==> src/rtl/bin2bcd_pkg.sv <==
// Shared types and constants for the sequential binary-to-BCD converter.
// Also provides min_digits(), used to reject digit counts too small for the input width.
package bin2bcd_pkg;

    typedef enum logic [1:0] {
        IDLE,
        SHIFT,
        DONE
    } state_t;

    localparam int         BCD_W      = 4;
    localparam logic [3:0] ADJ_THRESH = 4'd4;
    localparam logic [3:0] ADJ_ADD    = 4'd3;

    // Smallest number of decimal digits that can hold 2**n_bits - 1.
    function automatic int min_digits(input int n_bits);
        longint unsigned max_val;
        longint unsigned pow10;
        int              digits;
        max_val = (64'd1 << n_bits) - 64'd1;
        pow10   = 64'd10;
        digits  = 1;
        for (int i = 0; i < 20; i++) begin
            if (pow10 <= max_val) begin
                pow10  = pow10 * 64'd10;
                digits = digits + 1;
            end
        end
        return digits;
    endfunction

endpackage

==> src/rtl/bin2bcd_dabble_step.sv <==
// One combinational add-3 pass of double dabble: every digit above 4 gets +3.
// All digits are adjusted in parallel, ahead of the one-place left shift.
module bin2bcd_dabble_step
    import bin2bcd_pkg::*;
#(
    parameter int N_DIGITS = 4
) (
    input  logic [BCD_W*N_DIGITS-1:0] bcd_in,
    output logic [BCD_W*N_DIGITS-1:0] bcd_out
);

    for (genvar i = 0; i < N_DIGITS; i++) begin : g_digit
        logic [BCD_W-1:0] digit;
        assign digit = bcd_in[BCD_W*i +: BCD_W];
        assign bcd_out[BCD_W*i +: BCD_W] = (digit > ADJ_THRESH) ? (digit + ADJ_ADD) : digit;
    end

endmodule

==> src/rtl/bin2bcd_seq.sv <==
// Iterative N_BITS binary to N_DIGITS packed BCD converter with start/ready/done handshake.
// Optional leading-zero blanking output blank_o is built when BIN2BCD_LZB_EN is defined.
module bin2bcd_seq
    import bin2bcd_pkg::*;
#(
    parameter int N_BITS    = 10,
    parameter int N_DIGITS  = 4,
    parameter int SIGNED_IN = 0
) (
    input  logic                      bin2bcd_clk,
    input  logic                      reset_,
    input  logic                      start_i,
    input  logic [N_BITS-1:0]         vmm_out,
    output logic                      ready_o,
    output logic                      done_o,
    output logic [BCD_W*N_DIGITS-1:0] bcd_o,
    output logic                      neg_o
`ifdef BIN2BCD_LZB_EN
    ,
    output logic [N_DIGITS-1:0]       blank_o
`endif
);

    localparam int DIG_W = BCD_W * N_DIGITS;
    localparam int CNT_W = $clog2(N_BITS + 1);

    if ((N_BITS < 2) || (N_BITS > 32)) begin : g_bad_width
        $error("bin2bcd_seq: N_BITS must lie in 2..32");
    end
    if (N_DIGITS < min_digits(N_BITS)) begin : g_bad_digits
        $error("bin2bcd_seq: N_DIGITS too small for N_BITS");
    end

    state_t             state;
    state_t             state_next;
    logic [DIG_W-1:0]   acc_bcd;
    logic [DIG_W-1:0]   adj_bcd;
    logic [DIG_W-1:0]   shift_bcd;
    logic [N_BITS-1:0]  mag_reg;
    logic [N_BITS-1:0]  shift_mag;
    logic [N_BITS-1:0]  mag_in;
    logic               is_neg;
    logic               neg_reg;
    logic [CNT_W-1:0]   count;
    logic               last_bit;

    bin2bcd_dabble_step #(
        .N_DIGITS (N_DIGITS)
    ) u_step (
        .bcd_in  (acc_bcd),
        .bcd_out (adj_bcd)
    );

    // The most negative input negates onto itself, which read unsigned is the right magnitude.
    always_comb begin
        is_neg = (SIGNED_IN != 0) && vmm_out[N_BITS-1];
        mag_in = is_neg ? ((~vmm_out) + N_BITS'(1)) : vmm_out;
        {shift_bcd, shift_mag} = {adj_bcd, mag_reg} << 1;
        last_bit = (count == CNT_W'(1));
    end

    always_ff @(posedge bin2bcd_clk or negedge reset_) begin
        if (!reset_) begin
            state <= IDLE;
        end else begin
            state <= state_next;
        end
    end

    always_comb begin
        state_next = state;
        ready_o    = 1'b0;
        case (state)
            IDLE: begin
                ready_o = 1'b1;
                if (start_i) begin
                    state_next = SHIFT;
                end
            end
            SHIFT: begin
                if (last_bit) begin
                    state_next = DONE;
                end
            end
            DONE:    state_next = IDLE;
            default: state_next = IDLE;
        endcase
    end

`ifdef BIN2BCD_LZB_EN
    logic [N_DIGITS-1:0] blank_next;
    logic                zero_above;

    // Walk down from the top digit; digit 0 is never blanked so zero still shows.
    always_comb begin
        blank_next = '0;
        zero_above = 1'b1;
        for (int i = N_DIGITS - 1; i >= 1; i--) begin
            zero_above    = zero_above && (shift_bcd[BCD_W*i +: BCD_W] == '0);
            blank_next[i] = zero_above;
        end
    end

    always_ff @(posedge bin2bcd_clk or negedge reset_) begin
        if (!reset_) begin
            blank_o <= '0;
        end else if ((state == SHIFT) && last_bit) begin
            blank_o <= blank_next;
        end
    end
`endif

    // Visible results only change on the edge entering DONE; the accumulator stays private.
    always_ff @(posedge bin2bcd_clk or negedge reset_) begin
        if (!reset_) begin
            acc_bcd <= '0;
            mag_reg <= '0;
            neg_reg <= 1'b0;
            count   <= '0;
            bcd_o   <= '0;
            neg_o   <= 1'b0;
            done_o  <= 1'b0;
        end else begin
            done_o <= 1'b0;
            case (state)
                IDLE: begin
                    if (start_i) begin
                        mag_reg <= mag_in;
                        neg_reg <= is_neg;
                        acc_bcd <= '0;
                        count   <= CNT_W'(N_BITS);
                    end
                end
                SHIFT: begin
                    acc_bcd <= shift_bcd;
                    mag_reg <= shift_mag;
                    count   <= count - CNT_W'(1);
                    if (last_bit) begin
                        bcd_o  <= shift_bcd;
                        neg_o  <= neg_reg;
                        done_o <= 1'b1;
                    end
                end
                default: begin
                end
            endcase
        end
    end

endmodule

==> config.mk <==
export PLATFORM = sky130hd
export DESIGN_NAME = bin2bcd_seq
export DESIGN_NICKNAME = d
export VERILOG_FILES = /design/src/rtl/bin2bcd_pkg.sv /design/src/rtl/bin2bcd_dabble_step.sv /design/src/rtl/bin2bcd_seq.sv
export SDC_FILE = /design/constraint.sdc
export NUM_CORES = 1
export LEC_CHECK = 0
export CAP_MARGIN = 20
export CORE_MARGIN = 1.5
export CORE_UTILIZATION = 40
export CTS_BUF_LIST = sky130_fd_sc_hd__clkbuf_8 sky130_fd_sc_hd__clkbuf_16
export DETAILED_ROUTE_END_ITERATION = 6
export HOLD_SLACK_MARGIN = 0.03
export PLACE_DENSITY_LB_ADDON = 0.15
export RECOVER_POWER = 25
export SKIP_CTS_REPAIR_TIMING = 1
export SLEW_MARGIN = 0
export SYNTH_ARGS = -nofsm -noshare
export SYNTH_HDL_FRONTEND = slang
export SYNTH_SLANG_ARGS = --single-unit
export TNS_END_PERCENT = 50
==> constraint.sdc <==
create_clock -name bin2bcd_clk -period 2.1 [get_ports bin2bcd_clk]
set_input_delay 0.42 -clock bin2bcd_clk [delete_from_list [all_inputs] [get_ports bin2bcd_clk]]
set_output_delay 0.42 -clock bin2bcd_clk [all_outputs]
set_load 0.02 [all_outputs]
==> reports/metrics.csv <==
metric,value,unit
Num CTS Buffers,5,
multi-input combinational cell area,1141,sq um
final hold violations,0,
Die Span X,82.31,um
post-layout net count,307,
share of post-route cells with drive strength above 1,9.155,%
"CTS clk-pin slew, worst paths",0.09,ns
worst endpoint required time,1.68,ns
worst hold path type,input pin to async pin,
Max-Cap Viols,0,
Slew HR,11.06,%
H-tree levels,2,
status,"complete, no violations",
Final Max Tran Viols,0,
Tmin final,1.913,ns
Hold Slack,0.3954,ns
FMAX,522.8,MHz
Synth area leaders,"dfrtp_1 49%, ha_1 5.0%, o21ai_1 4.8%, nor2b_1 4.7%, a21oi_1 4.0%",
final wirelength,5522,um
Initial DRC Count,78,
reg2reg start,count[1],
initial antenna violation count,0,
number of diodes,0,
Crit path arrival time,1.49,ns
Cell variety after synth,33,
Setup Total Neg Slack,0,ns
syn nets,278,
Post-synth ARST share,100.0,%
total gr overflow,0,
port bufs,30,
number of fill cells in the layout,572,
Worst Setup SP,state[0],
Detail Route Antenna Nets,0,
Post-synth top flop,dfrtp_1,
final setup violation count,0,
crit path max fanout,2,
initial core utilization,42.00,%
Slew @ Worst Pin,1.334,ns
chip height,82.31,um
largest net degree at the start of global routing,28,
IO Pins,32,
Peak VDD IR,0.0006929,V
kind of critical path,flip-flop to output pin,
Final Cycle Share,91.08,%
total track usage,17.87,%
Rows,28,
Mean Syn Cell Area,9.867,sq um
leading area contributor after synthesis,dfrtp_1,
part of the Yosys area used for sequential elements,48.73,%
Area Overhead vs Synth,19.69,%
CTS tree,done,
Avg WL per Cell,15.38,um
pwr/cell area,1656,nW/um^2
clk_lat worst skew,0.30,ns
Reg2Reg Setup Slack,0.39,ns
Die ar.,6775,sq um
Final Skew,0.008399,ns
most common cell in the netlist,dfrtp_1,
vias per inst,5.482,
crit path to,ready_o,
Detail Placement HPWL,3710,um
Yosys reg bits,49,
worst flop-to-flop path endpoint,bcd_o[6],
number of global-route vias before repair,1888,
worst-case clock buffer depth,2,
cell count of the worst reg-to-reg path,5,
RSZ-0062 raised after global routing,no,
Clock Sinks,49,
post-synth top area share,48.73,%
CTS root buffer,clkbuf_8,
"EDFF count, synth",0,
synthesized area,2516,sq um
first-pass GRT wire length,9087,um
Syn. warnings,0,
Remaining DRCs,0,
Synth Instances,255,
synth cell count leaders,"49 x dfrtp_1, 24 x o21ai_1, 20 x a21oi_1",
area of the core,5991,sq um
via count,1968,
FF+latch area,1226,sq um
routability congestion estimate,0.7882,
drt pass-1 iters,4,
CP Launch Type,flip-flop,
leakage power,0.001288,uW
Setup crit end kind,output pin,
## metrics by stage
step,setup WS [ns],util [%],instances,cell area [sq um],total power [uW]
after global routing,0.1343,50.27,359,3012,5419
after floorplan,0.6634,-,255,2516,3542
after global placement,0.2328,48.56,352,2909,4310
final,0.1872,50.27,359,3012,4987
after detailed placement,0.2141,48.56,352,2909,4356
after CTS,0.1736,50.29,359,3013,5040
## where the power goes
part           internal [uW]  switching, uW  total, uW
combinational           1160           1430       2580
sequential              1380            360       1740
clock                    347            314        661
## layer usage
metal	up-vias	share of wire (%)	global-route usage, %
li1	966	-	-
met1	961	50	24.02
met2	33	45	28.70
met3	8	3.5	3.407
met4	0	1.5	6.271
met5	-	0	0
## cell type report
class	count	share of cell area [%]
Timing Repair Buffer	39	12.84
Sequential cell	49	40.71
Inverter	16	1.994
Clock buffer	5	2.285
Multi-Input combinational cell	173	37.89
Tap cell	75	3.116
Clock inverter	2	1.163
## worst min-delay path by stage
stage,endpoint,slack (ns),cells past startpoint
finish,state[0],0.40,1
global route,state[0],0.50,1
CTS,mag_reg[9],0.11,1
detailed placement,mag_reg[3],0.45,1
global placement,mag_reg[3],0.45,1
floorplan,acc_bcd[0],0.12,0
## placed cells by master, fill, tap and decap left out
master / n
clkinv_2: 1
a31oi_1: 4
nor3b_1: 1
o21ba_2: 1
nor3b_4: 1
a21oi_1: 20
clkbuf_1: 1
nor3_1: 9
mux2i_1: 4
a21o_1: 1
a22oi_1: 10
nand2b_1: 2
nand2_4: 1
buf_12: 2
clkbuf_8: 5
nor2b_1: 19
clkdlybuf4s50_1: 29
or3b_1: 1
bufinv_16: 1
ha_1: 10
o31ai_2: 6
o21bai_1: 1
o31ai_1: 6
o21ai_1: 24
buf_4: 7
nor2_1: 9
nor2b_2: 1
dfrtp_1: 49
o32ai_1: 4
o21ai_0: 10
mux2_1: 1
inv_1: 16
conb_1: 1
nand2_1: 11
o21a_1: 8
o22ai_1: 7
## kinds of logic after synthesis
kind of cell,share of synthesized area [%]
buffers and inverters,5.917
flip-flops,48.73
multiplexers,2.039
other,0.1490
AND/OR/NAND/NOR,12.18
adder cells (fa/ha/maj),4.973
AO/OA/AOI/OAI,26.01
## critical path: stages (launching register included)
cell             delay (ns)
dfrtp_1                0.38
nor2_1                 0.17
clkdlybuf4s50_1        0.63
Note: power is estimated with default switching activity, not from simulation.
